`config.mk`:
```
export PLATFORM = sky130hd
export DESIGN_NAME = thresh_ctrl
export DESIGN_NICKNAME = d
export VERILOG_FILES = /design/src/rtl/thresh_ctrl.sv
export SDC_FILE = /design/constraint.sdc
export NUM_CORES = 1
export LEC_CHECK = 0
export ABC_CLOCK_PERIOD_IN_PS = 3200
export BUFFER_PORTS_ARGS = -buffer_cell sky130_fd_sc_hd__buf_4
export CAP_MARGIN = 40
export CORE_UTILIZATION = 35
export DETAILED_ROUTE_END_ITERATION = 10
export GPL_ROUTABILITY_DRIVEN = 0
export GPL_TIMING_DRIVEN = 0
export PLACE_DENSITY = 0.56
export SLEW_MARGIN = 10
export SYNTH_ARGS = -nofsm -noshare
export SYNTH_HDL_FRONTEND = slang
export SYNTH_SLANG_ARGS = --single-unit
```
`constraint.sdc`:
```
create_clock -name clk -period 3.2 [get_ports clk]
set_clock_uncertainty 0.15 [all_clocks]
set_input_delay 0.8 -clock clk [delete_from_list [all_inputs] [get_ports clk]]
set_output_delay 0.8 -clock clk [all_outputs]
set_load 0.02 [all_outputs]
```
`src/rtl/thresh_ctrl.sv`:
```
// ---------------------------------------------------------------------------
// thresh_ctrl
//
// Run-time configuration and sequencing controller for the YCbCr skin
// threshold stage. It sits between the colour-conversion output and the
// binary-mask consumers.
//
// The controller keeps a shadow set of four thresholds {Ta,Tb,Tc,Td}. These
// are written over a valid/ready interface. A commit request arms a transfer
// of the shadow set into the active set. The transfer happens only at the next
// frame boundary (rising edge of v_sync_in), so every frame is thresholded
// with one consistent set of limits.
//
// Datapath: two register stages.
//   stage 1 : bin1 = Cb in (Ta,Tb) and Cr in (Tc,Td), strict unsigned compares
//   stage 2 : pixel_out = {3{bin1 ? 8'hFF : 8'h00}}
// The data enable and both syncs are delayed alongside the data, so the mask
// stays aligned with its timing signals.
//
// Optional feature (macro THRESH_STATS_EN):
//   This feature counts de-qualified mask pixels in each frame. At every
//   frame boundary seen at stage 1, it reports the total on mask_count and
//   pulses mask_count_valid for one cycle. Without the macro, both ports are
//   tied to 0.
//
// Ports:
//   clk, rst_n          pixel clock, synchronous active-low reset
//   pixel_in[23:0]      {Y, Cb, Cr}
//   de_in               data enable
//   h_sync_in           horizontal sync, active high
//   v_sync_in           vertical sync, active high
//   pixel_out[23:0]     binary mask replicated on all three channels
//   de_out              de_in delayed 2 cycles
//   h_sync_out          h_sync_in delayed 2 cycles
//   v_sync_out          v_sync_in delayed 2 cycles
//   cfg_valid           config write request
//   cfg_ready           controller accepts a write this cycle
//   cfg_sel[1:0]        0=Ta, 1=Tb, 2=Tc, 3=Td
//   cfg_data[7:0]       threshold value
//   cfg_commit          with an accepted write, arms an apply at next frame
//   cfg_pending         commit armed, not yet applied
//   cfg_applied         one-cycle pulse while the active set is being updated
//   thr_active[31:0]    {Ta,Tb,Tc,Td} currently in use
//   mask_count          mask pixels in the last frame (THRESH_STATS_EN)
//   mask_count_valid    pulse when mask_count updates (THRESH_STATS_EN)
// ---------------------------------------------------------------------------
module thresh_ctrl #(
  parameter logic [7:0] TA_INIT = 8'd110,
  parameter logic [7:0] TB_INIT = 8'd140,
  parameter logic [7:0] TC_INIT = 8'd145,
  parameter logic [7:0] TD_INIT = 8'd180,
  parameter int         CNT_W   = 22
) (
  input  logic             clk,
  input  logic             rst_n,
  input  logic [23:0]      pixel_in,
  input  logic             de_in,
  input  logic             h_sync_in,
  input  logic             v_sync_in,
  output logic [23:0]      pixel_out,
  output logic             de_out,
  output logic             h_sync_out,
  output logic             v_sync_out,
  input  logic             cfg_valid,
  output logic             cfg_ready,
  input  logic [1:0]       cfg_sel,
  input  logic [7:0]       cfg_data,
  input  logic             cfg_commit,
  output logic             cfg_pending,
  output logic             cfg_applied,
  output logic [31:0]      thr_active,
  output logic [CNT_W-1:0] mask_count,
  output logic             mask_count_valid
);

  typedef enum logic [1:0] {
    S_IDLE,
    S_STAGED,
    S_ARMED,
    S_APPLY
  } state_t;

  state_t      r_state;
  state_t      w_next_state;

  logic        r_vsync_prev;
  logic        w_frame_edge;
  logic        w_ready;
  logic        w_accept;

  logic [7:0]  r_shadow_ta;
  logic [7:0]  r_shadow_tb;
  logic [7:0]  r_shadow_tc;
  logic [7:0]  r_shadow_td;

  logic [7:0]  r_active_ta;
  logic [7:0]  r_active_tb;
  logic [7:0]  r_active_tc;
  logic [7:0]  r_active_td;

  logic [7:0]  w_cb;
  logic [7:0]  w_cr;
  logic        w_in_range;
  logic        w_unused_luma;

  logic        r_bin1;
  logic        r_de1;
  logic        r_hs1;
  logic        r_vs1;

  logic [23:0] r_pix2;
  logic        r_de2;
  logic        r_hs2;
  logic        r_vs2;

  // Frame boundary detection. We keep a registered copy of v_sync_in, so a
  // boundary is the single cycle where the sync is high now but was low in
  // the previous cycle. Reset clears the copy. As a result, a sync that is
  // already high when reset is released counts as a fresh edge.
  always_ff @(posedge clk) begin
    if (!rst_n) begin
      r_vsync_prev <= 1'b0;
    end else begin
      r_vsync_prev <= v_sync_in;
    end
  end

  assign w_frame_edge = v_sync_in & ~r_vsync_prev;

  // Writes are only taken while the controller is out of reset and not
  // waiting on or performing an apply. While armed, the shadow set is
  // frozen. This guarantees that the values applied at the boundary are
  // exactly those present when the commit was accepted.
  assign w_ready  = rst_n & ((r_state == S_IDLE) | (r_state == S_STAGED));
  assign w_accept = cfg_valid & w_ready;
  assign cfg_ready = w_ready;

  // Shadow threshold set. An accepted write lands here on the same edge that
  // the FSM sees it. A write that also carries a commit is therefore already
  // part of the set that the later apply copies.
  always_ff @(posedge clk) begin
    if (!rst_n) begin
      r_shadow_ta <= TA_INIT;
      r_shadow_tb <= TB_INIT;
      r_shadow_tc <= TC_INIT;
      r_shadow_td <= TD_INIT;
    end else if (w_accept) begin
      case (cfg_sel)
        2'd0:    r_shadow_ta <= cfg_data;
        2'd1:    r_shadow_tb <= cfg_data;
        2'd2:    r_shadow_tc <= cfg_data;
        default: r_shadow_td <= cfg_data;
      endcase
    end
  end

  // Sequencer state register. Reset returns the FSM to IDLE, which throws
  // away any commit that was armed but not yet applied.
  always_ff @(posedge clk) begin
    if (!rst_n) begin
      r_state <= S_IDLE;
    end else begin
      r_state <= w_next_state;
    end
  end

  // Sequencer next-state and status outputs.
  // - A commit only arms the controller.
  // - The apply is triggered by the first boundary seen while already in
  //   ARMED. A boundary on the same edge as the commit is therefore skipped.
  // - APPLY lasts exactly one cycle. The copy into the active set happens on
  //   the edge that leaves APPLY.
  always_comb begin
    w_next_state = r_state;
    cfg_pending  = 1'b0;
    cfg_applied  = 1'b0;
    case (r_state)
      S_IDLE: begin
        if (w_accept) begin
          w_next_state = cfg_commit ? S_ARMED : S_STAGED;
        end
      end
      S_STAGED: begin
        if (w_accept && cfg_commit) begin
          w_next_state = S_ARMED;
        end
      end
      S_ARMED: begin
        cfg_pending = 1'b1;
        if (w_frame_edge) begin
          w_next_state = S_APPLY;
        end
      end
      S_APPLY: begin
        cfg_applied  = 1'b1;
        w_next_state = S_IDLE;
      end
      default: begin
        w_next_state = S_IDLE;
      end
    endcase
  end

  // Active threshold set. It changes only on the edge that ends the APPLY
  // cycle. Because APPLY always follows a v_sync rising edge, the swap falls
  // inside vertical blanking. The first pixel sampled after this edge uses
  // the new limits.
  always_ff @(posedge clk) begin
    if (!rst_n) begin
      r_active_ta <= TA_INIT;
      r_active_tb <= TB_INIT;
      r_active_tc <= TC_INIT;
      r_active_td <= TD_INIT;
    end else if (r_state == S_APPLY) begin
      r_active_ta <= r_shadow_ta;
      r_active_tb <= r_shadow_tb;
      r_active_tc <= r_shadow_tc;
      r_active_td <= r_shadow_td;
    end
  end

  assign thr_active = {r_active_ta, r_active_tb, r_active_tc, r_active_td};

  // Luma plays no part in the skin decision. It is reduced here only so the
  // upper byte of the pixel bus is visibly accounted for.
  assign w_unused_luma = ^pixel_in[23:16];

  assign w_cb = pixel_in[15:8];
  assign w_cr = pixel_in[7:0];

  // All four comparisons are strict. Inverted or equal limits therefore
  // produce an empty window and an all-black mask, with no special casing.
  assign w_in_range = (w_cb > r_active_ta) && (w_cb < r_active_tb) &&
                      (w_cr > r_active_tc) && (w_cr < r_active_td);

  // Stage 1: register the decision together with the timing signals. The
  // mask is computed regardless of de, and blanking pixels pass through
  // unchanged in timing.
  always_ff @(posedge clk) begin
    if (!rst_n) begin
      r_bin1 <= 1'b0;
      r_de1  <= 1'b0;
      r_hs1  <= 1'b0;
      r_vs1  <= 1'b0;
    end else begin
      r_bin1 <= w_in_range;
      r_de1  <= de_in;
      r_hs1  <= h_sync_in;
      r_vs1  <= v_sync_in;
    end
  end

  // Stage 2: expand the one-bit decision to a full-scale pixel and delay
  // the timing signals once more. This gives every output exactly two
  // cycles of latency.
  always_ff @(posedge clk) begin
    if (!rst_n) begin
      r_pix2 <= 24'h000000;
      r_de2  <= 1'b0;
      r_hs2  <= 1'b0;
      r_vs2  <= 1'b0;
    end else begin
      r_pix2 <= {3{r_bin1 ? 8'hFF : 8'h00}};
      r_de2  <= r_de1;
      r_hs2  <= r_hs1;
      r_vs2  <= r_vs1;
    end
  end

  assign pixel_out  = r_pix2;
  assign de_out     = r_de2;
  assign h_sync_out = r_hs2;
  assign v_sync_out = r_vs2;

`ifdef THRESH_STATS_EN
  logic             r_vs1_prev;
  logic             w_stage1_edge;
  logic             w_hit;
  logic [CNT_W-1:0] r_cnt;
  logic [CNT_W-1:0] w_cnt_next;
  logic [CNT_W-1:0] r_mask_count;
  logic             r_mask_valid;

  // Statistics run on stage-1 values. This way, the frame boundary and the
  // pixels it closes are judged against the same thresholds that produced
  // the mask.
  assign w_stage1_edge = r_vs1 & ~r_vs1_prev;
  assign w_hit         = r_de1 & r_bin1;

  // Saturating increment. Once all-ones is reached, the counter holds there
  // instead of wrapping back to a misleadingly small value.
  assign w_cnt_next = (w_hit && !(&r_cnt)) ? r_cnt + CNT_W'(1) : r_cnt;

  // Per-frame mask counter. At a stage-1 frame boundary:
  // - the total, including any hit on that same cycle, is published;
  // - the valid strobe pulses for one cycle;
  // - counting restarts at zero for the new frame.
  always_ff @(posedge clk) begin
    if (!rst_n) begin
      r_vs1_prev   <= 1'b0;
      r_cnt        <= '0;
      r_mask_count <= '0;
      r_mask_valid <= 1'b0;
    end else begin
      r_vs1_prev <= r_vs1;
      if (w_stage1_edge) begin
        r_mask_count <= w_cnt_next;
        r_mask_valid <= 1'b1;
        r_cnt        <= '0;
      end else begin
        r_mask_valid <= 1'b0;
        r_cnt        <= w_cnt_next;
      end
    end
  end

  assign mask_count       = r_mask_count;
  assign mask_count_valid = r_mask_valid;
`else
  // Statistics are not built. The ports stay so the interface matches the
  // full build.
  assign mask_count       = '0;
  assign mask_count_valid = 1'b0;
`endif

endmodule

```
==> results.toml, run 1 <==
[die]
fp.dieH_um = 105.0
coreArea_um2 = 10320
io_pins = 126
die-area_um2 = 11030
rows = 37
start_util = 0.3598
die_w_um = 105.0

[synthesis]
synthesis.area_um2 = 3715
avgSynthCellArea_um2 = 9.287
synth_flop_cell = "dfxtp_1"
ys_top_cells_by_area = "dfxtp_1 (40%), mux2i_1 (14%), ha_1 (11%), buf_4 (9.3%), nor2_1 (4.3%)"
synth_mux_area_frac = 0.1401
synth_compound_area_frac = 0.07174
synth-xor-area-share = 0
yosysSeqAreaShare = 0.3988
ys_top_cells_by_count = "dfxtp_1 (74), mux2i_1 (52), buf_4 (46)"
synth_top_family_by_area = "buffers and inverters"
synthAdderAreaFrac = 0.1145
synthMostInstantiatedCell = "dfxtp_1"
synth_top_area_frac = 0.3988
synth-simple-area-share = 0.1300
synth-seq-cells = 74
syn-instance-count = 400
synth_top_area_cell = "dfxtp_1"
synth-edff-count = 0
synth_cell_types = 34
synthArstFlopShare = 0
yosysWarnings = 0

[route]
drc_errors = 0
first_pass_iters = 4
postRouteAntennaNets = 0
wl_per_cell_um = 13.52
drt-initial-drc-count = 122
vias = 2998
vias_per_cell = 4.488
drt_wl_total_um = 9034

[timing]
min_period_ns = 2.884
max_slew_margin = 0.5305
fmax_ghz = 0.3467
fin_ws_ns = 0.3160
rsz0062_at_grt = "no"
fin_crit_sh = 0.9012
slew_viol_final = 0
finalHoldViolCount = 0
worst_pin_slew_ns = 0.7033
setup_viol = 0
tns_ns = 0

[pwr]
leakage_nw = 2.371
p_int_mw = 1.883
seq_power_share = 0.384
p_clk_frac = 0.372
pwr_density_cell_nw_per_um2 = 534.8
p_switching_uw = 763.4
ir_drop_mv = 0.2373
p_comb_frac = 0.244
switching_share = 0.2885

[worst_setup_path]
critPathArrivalTime_ns = 1.93
cp-end-kind = "output pin"
crit_fanout = 10
required_ns = 2.25
crit_type = "input pin to output pin"
cp-start-kind = "input pin"

[clocking]
cts-resized-gates = 0
tritoncts = "built"
cts.htree.levels = 3
cts_buffers = 9
holdBufCountCts = 0
clock_path_buffers = 2
clkLatencyLatePin_ns = 0.35
post_cts_buffers = 0
clkSinkCount = 74
clkSlewWorstSetupHoldPaths_ns = 0.08
cts-root-buf = "clkbuf_8"

[finish]
nets = 602
diodes = 0
drive_gt1_frac = 0.3102
postLayoutCoreUtil = 0.4793
area_growth_pct = 33.21
fillers = 1018

[placed_design]
place_hpwl_um = 7100
pre_cts_slack_ns = 0.2710
io_buffers = 94

[grt]
grt_pass1_wl_um = 14520
grt.total_usage = 0.1698
grt_pass1_vias = 2854
gr-total-overflow = 0
antenna_found_initial = 0
grt_start_max_net_pins = 25

[hold_path]
hold_class = "flop to flop"

[outcome]
status = "finished clean"

[run]
cap_violations = 0
==> registers in the layout, summed over array words and instances, names as in the netlist, 2 cells and up <==
name / flops
r_active_ta: 8
r_active_tb: 8
r_active_tc: 8
r_active_td: 8
r_shadow_ta: 8
r_shadow_tb: 8
r_shadow_tc: 8
r_shadow_td: 8
r_state: 2
==> worst max-delay path, cell delays in order <==
cell	delay, ns
buf_4	0.15
inv_1	0.26
clkbuf_1	0.45
nor2_1	0.10
buf_4	0.18
==> cells in the final DEF, fill, tap and decap left out, types with 2 or more instances in the layout <==
cell       instances
dfxtp_1           74
a211oi_1           4
a21oi_1            8
o21a_1             2
bufinv_16          4
inv_1             33
nand2b_1           2
nand3_1            4
buf_4            140
clkbuf_8          10
nor2b_1            2
nor2_1            43
and2_1             7
nand4_1            5
ha_1              34
nand2_1           36
inv_2              2
clkinv_4           2
conb_1            23
mux2i_1           52
o211ai_1          16
nor3b_1            2
clkbuf_1           9
buf_2              4
nor4_1             2
==> power by group through the flow <==
stage	registers, mW	logic (mW)	clock network, mW
after floorplan	1.07	0.402	0
after global placement	1.04	0.635	0
after detailed placement	1.04	0.643	0
after CTS	1.02	0.649	1.00
after global routing	1.03	0.710	1.04
final	1.02	0.646	0.983
==> stage by stage <==
stage | instance area (um2) | total power [mW] | hold WS (ns) | instances
2_1_floorplan | 3797 | 1.470 | 0.2619 | 422
3_3_place_gp | 4673 | 1.673 | 0.2664 | 652
3_5_place_dp | 4673 | 1.683 | 0.2696 | 652
4_1_cts | 4949 | 2.670 | 0.2866 | 668
5_1_grt | 4949 | 2.781 | 0.2924 | 668
6_report | 4949 | 2.647 | 0.2833 | 668
==> kinds of logic after synthesis <==
logic type                 count (synthesis)
and+or+nand+nor                          107
other                                      1
DFF                                       74
muxes                                     52
AOI/OAI and AO/OA                         37
buffers and inverters                     95
adders and majority gates                 34
==> final timing paths <==
path              start             end  slack (ns)  cells past startpoint
max               rst_n       cfg_ready        0.32                      5
min              r_bin1   pixel_out[22]        0.28                      1
max reg2reg  r_state[0]  r_shadow_ta[5]        1.19                      6
min reg2reg      r_bin1   pixel_out[22]        0.28                      1
==> area by class of cell <==
type,count,area [um2],area share
buffer,60,402.9,0.08142
clock buffer,10,137.6,0.02781
clock inverter,6,137.6,0.02781
inverter,35,131.4,0.02655
multi-input combinational,253,1782,0.3601
sequential,74,1481,0.2994
tap,136,170.2,0.03439
timing repair buffer,94,705.7,0.1426
==> layer usage <==
metal / global-route usage / vias to the layer above / share of wire
met4: 0.06740 / 0 / 0.019
met2: 0.2758 / 106 / 0.45
met5: 0 / - / 0
li1: - / 1529 / -
met1: 0.2228 / 1348 / 0.48
met3: 0.02994 / 15 / 0.051
No activity file was read; power rests on OpenSTA's default activity.
==> run 2, diff against run 1 <==
- PLACE_DENSITY: 0.56 -> not set
- PLACE_DENSITY_LB_ADDON: not set -> 0.1
==> results.toml, run 2 (same netlist as run 1, synthesis figures left out) <==
[clocking]
holdBufCountCts = 0
cts-resized-gates = 0
clock_path_buffers = 2
clkLatencyLatePin_ns = 0.34
post_cts_buffers = 0
cts-root-buf = "clkbuf_8"
tritoncts = "built"
cts_buffers = 9
cts.htree.levels = 3
clkSinkCount = 74
clkSlewWorstSetupHoldPaths_ns = 0.08

[route]
wl_per_cell_um = 13.24
vias_per_cell = 4.368
drt-initial-drc-count = 88
first_pass_iters = 4
vias = 2918
postRouteAntennaNets = 0
drt_wl_total_um = 8844
drc_errors = 0

[placed_design]
place_hpwl_um = 7042
io_buffers = 94

[timing]
rsz0062_at_grt = "no"
tns_ns = 0
finalHoldViolCount = 0
slew_viol_final = 0
max_slew_margin = 0.5376
setup_viol = 0
fmax_ghz = 0.3472
worst_pin_slew_ns = 0.6926
fin_crit_sh = 0.9000
min_period_ns = 2.880

[pwr]
p_int_mw = 1.763
leakage_nw = 2.353
p_total_mw = 2.501
pwr_density_cell_nw_per_um2 = 509.3
switching_share = 0.2952
p_comb_frac = 0.257
seq_power_share = 0.406
p_clk_frac = 0.337
p_switching_uw = 738.5
ir_drop_mv = 0.2119

[die]
io_pins = 126
rows = 37
die_w_um = 105.0
fp.dieH_um = 105.0
die-area_um2 = 11030
coreArea_um2 = 10320
start_util = 0.3598

[hold_path]
hold_class = "flop to flop"

[finish]
nets = 602
drive_gt1_frac = 0.3102
area_growth_pct = 32.20
diodes = 0
final_cell_mix = "buf_4 (140), dfxtp_1 (74), mux2i_1 (52)"
final_common_cell = "buf_4"

[worst_setup_path]
critPathArrivalTime_ns = 1.93
crit_fanout = 10
cp-end-kind = "output pin"
required_ns = 2.25
crit_type = "input pin to output pin"
cp-start-kind = "input pin"

[grt]
grt.total_usage = 0.1682
grt_start_max_net_pins = 25
antenna_found_initial = 0
grt_pass1_wl_um = 14140
grt_pass1_vias = 2697
gr-total-overflow = 0

[outcome]
status = "finished clean"

[run]
cap_violations = 0
[run 2: changes by cell type in the layout (fill, tap and decap cells not counted), sizes merged]
cell	before	now
clkinv	2	1
clkinvlp	0	1
bufinv	4	2
clkbuf	19	21
[run 2: layout make-up]
class | instances | area, um2
plain buffers | 60 | 402.9
clock buffers | 12 | 165.2
clock inverters | 4 | 72.57
fillers | 1039 | 5413
inverters | 35 | 131.4
multi-input cells | 253 | 1782
flip-flops and latches | 74 | 1481
well taps | 136 | 170.2
repair buffers | 94 | 705.7
[run 2: power groups by stage]
stage          Sequential (mW)  Combinational [mW]  Clock [mW]
3_3_place_gp              1.04               0.638           0
5_1_grt                   1.03               0.709       0.911
2_1_floorplan             1.07               0.402           0
3_5_place_dp              1.04               0.645           0
4_1_cts                   1.02               0.648       0.869
6_report                  1.02               0.643       0.842
[run 2: final timing paths]
path | start | to | slack (ns) | cells past startpoint
worst max-delay path | rst_n | cfg_ready | 0.32 | 5
worst min-delay path | r_hs1 | h_sync_out | 0.28 | 1
worst min register to register | r_hs1 | h_sync_out | 0.28 | 1
worst max register to register | r_state[0] | r_shadow_tc[3] | 1.21 | 7
[run 2: through the flow]
stage / hold slack (ns) / utilization / cells / worst slack (ns) / area, um2
3_3_place_gp: 0.2632 / 0.4527 / 652 / 0.2550 / 4673
6_report: 0.2849 / 0.4757 / 668 / 0.3199 / 4911
5_1_grt: 0.3159 / 0.4757 / 668 / 0.2028 / 4911
4_1_cts: 0.2870 / 0.4757 / 668 / 0.2633 / 4911
2_1_floorplan: 0.2619 / - / 422 / 0.8280 / 3797
3_5_place_dp: 0.2677 / 0.4527 / 652 / 0.2681 / 4673
[run 2: worst max-delay path, cell delays in order]
cell      delay (ns)
buf_4           0.15
inv_1           0.25
clkbuf_1        0.46
nor2_1          0.10
buf_4           0.17
[run 2: layer usage]
layer / GRT usage / vias up / part of all wire
li1: - / 1525 / -
met1: 0.2245 / 1289 / 0.49
met4: 0.07646 / 0 / 0.010
met3: 0.03244 / 8 / 0.056
met2: 0.2616 / 96 / 0.44
met5: 0 / - / 0
==> run 3, diff against run 2 <==
- CAP_MARGIN: 40 -> not set
- CTS_CLUSTER_DIAMETER: not set -> 80
- PLACE_DENSITY_LB_ADDON: 0.1 -> 0.3
==> results.toml, run 3 (same netlist as run 1, synthesis figures left out) <==
[outcome]
status = "finished clean"

[pwr]
p_comb_frac = 0.267
seq_power_share = 0.424
p_total_mw = 2.404
p_switching_uw = 777.6
leakage_nw = 2.331
p_clk_frac = 0.308
switching_share = 0.3234
p_int_mw = 1.627
pwr_density_cell_nw_per_um2 = 493.3
ir_drop_mv = 0.2082

[hold_path]
holdPathStages = 1
min_from = "r_bin1"
hold_end = "pixel_out[22]"
hold_class = "flop to flop"

[run]
cap_violations = 0

[route]
vias = 3019
postRouteAntennaNets = 0
wl_per_cell_um = 13.47
drt-initial-drc-count = 165
vias_per_cell = 4.519
drt_wl_total_um = 8995
drc_errors = 0
first_pass_iters = 5

[clocking]
cts_buffers = 9
cts-root-buf = "clkbuf_8"
cts-resized-gates = 0
clkSlewWorstSetupHoldPaths_ns = 0.08
post_cts_buffers = 0
clock_path_buffers = 2
clkSinkCount = 74
holdBufCountCts = 0
cts.htree.levels = 3
clkLatencyLatePin_ns = 0.35
tritoncts = "built"

[die]
start_util = 0.3598
die_w_um = 105.0
die-area_um2 = 11030
fp.dieH_um = 105.0
io_pins = 126
coreArea_um2 = 10320
rows = 37

[finish]
postLayoutCoreUtil = 0.4721
area_growth_pct = 31.19
final_cell_mix = "buf_4 (140), dfxtp_1 (74), mux2i_1 (52)"
diodes = 0
drive_gt1_frac = 0.3102
final_common_cell = "buf_4"
nets = 602

[worst_setup_path]
crit_type = "input pin to output pin"
r2r-start = "r_state[0]"
path_cells = "buf_4, inv_1, clkbuf_1, nor2_1, buf_4"
worst-path-buf-inv = 4
crit_family = "buffers and inverters"
cp.depth = 5
slowest_stage = "clkbuf_1"
r2r_cells = 7
cp-start-kind = "input pin"
r2r_setup_slack_ns = 1.19
required_ns = 2.25
critPathArrivalTime_ns = 1.95
cp_slowest_stage_delay_ns = 0.46
crit_top_cell = "buf_4"
crit_fanout = 10
cp-end-kind = "output pin"
worstReg2RegEnd = "r_shadow_tb[4]"

[grt]
grt.total_usage = 0.1705
antenna_found_initial = 0
grt_pass1_vias = 2915
grt_start_max_net_pins = 25
grt_pass1_wl_um = 14610
gr-total-overflow = 0

[timing]
max_slew_margin = 0.5032
setup_viol = 0
fmax_ghz = 0.3453
min_period_ns = 2.896
tns_ns = 0
worst_pin_slew_ns = 0.7442
rsz0062_at_grt = "no"
fin_crit_sh = 0.9051
finalHoldViolCount = 0
slew_viol_final = 0

[placed_design]
io_buffers = 94
place_hpwl_um = 7146
run 3: cell types whose count changed in the layout (fill, tap and decap cells not counted), sizes merged:
cell / change
inv: +2
clkinvlp: +1
clkbuf: -3
bufinv: -1
clkinv: +1
run 3: through the flow:
step / hold WS [ns] / instances / setup WS (ns) / instance area (um2)
6_report: 0.2878 / 668 / 0.3038 / 4873
4_1_cts: 0.2931 / 668 / 0.2864 / 4873
3_3_place_gp: 0.2632 / 652 / 0.2921 / 4673
3_5_place_dp: 0.2741 / 652 / 0.2942 / 4673
2_1_floorplan: 0.2619 / 422 / 0.8280 / 3797
5_1_grt: 0.3053 / 668 / 0.1716 / 4873
run 3: layout make-up:
cell class,instances,area [um2]
inverter,35,131.4
clock inverter,7,76.32
tap,136,170.2
multi-input combinational,253,1782
buffer,60,402.9
sequential,74,1481
fill,1011,5450
clock buffer,9,123.9
timing repair buffer,94,705.7
run 3: worst reg2reg max path, stage by stage (launching register included):
cell and delay (ns):
dfxtp_1 0.35, inv_1 0.09, ha_1 0.29, o211ai_2 0.19
nor3b_1 0.22, buf_2 0.30, mux2i_1 0.25, nor2_1 0.05
run 3: routing by layer:
metal,global-route usage,vias to the layer above,part of all wire
met3,0.03556,13,0.057
met5,0,-,0
li1,-,1534,-
met2,0.2753,104,0.46
met4,0.07344,0,0.019
met1,0.2194,1368,0.47
run 3: worst max-delay path by stage:
stage / slack [ns] / start / to
2_1_floorplan: 0.83 / rst_n / cfg_ready
3_3_place_gp: 0.29 / rst_n / cfg_ready
3_5_place_dp: 0.29 / rst_n / cfg_ready
4_1_cts: 0.29 / rst_n / cfg_ready
5_1_grt: 0.17 / rst_n / cfg_ready
6_report: 0.30 / rst_n / cfg_ready
run 3: power by group through the flow:
stage               clock network (mW)  registers (mW)  logic [mW]
detailed placement                   0            1.04       0.643
CTS                              0.755            1.02       0.645
floorplan                            0            1.07       0.402
finish                           0.741            1.02       0.643
global route                     0.800            1.03       0.712
global placement                     0            1.04       0.628
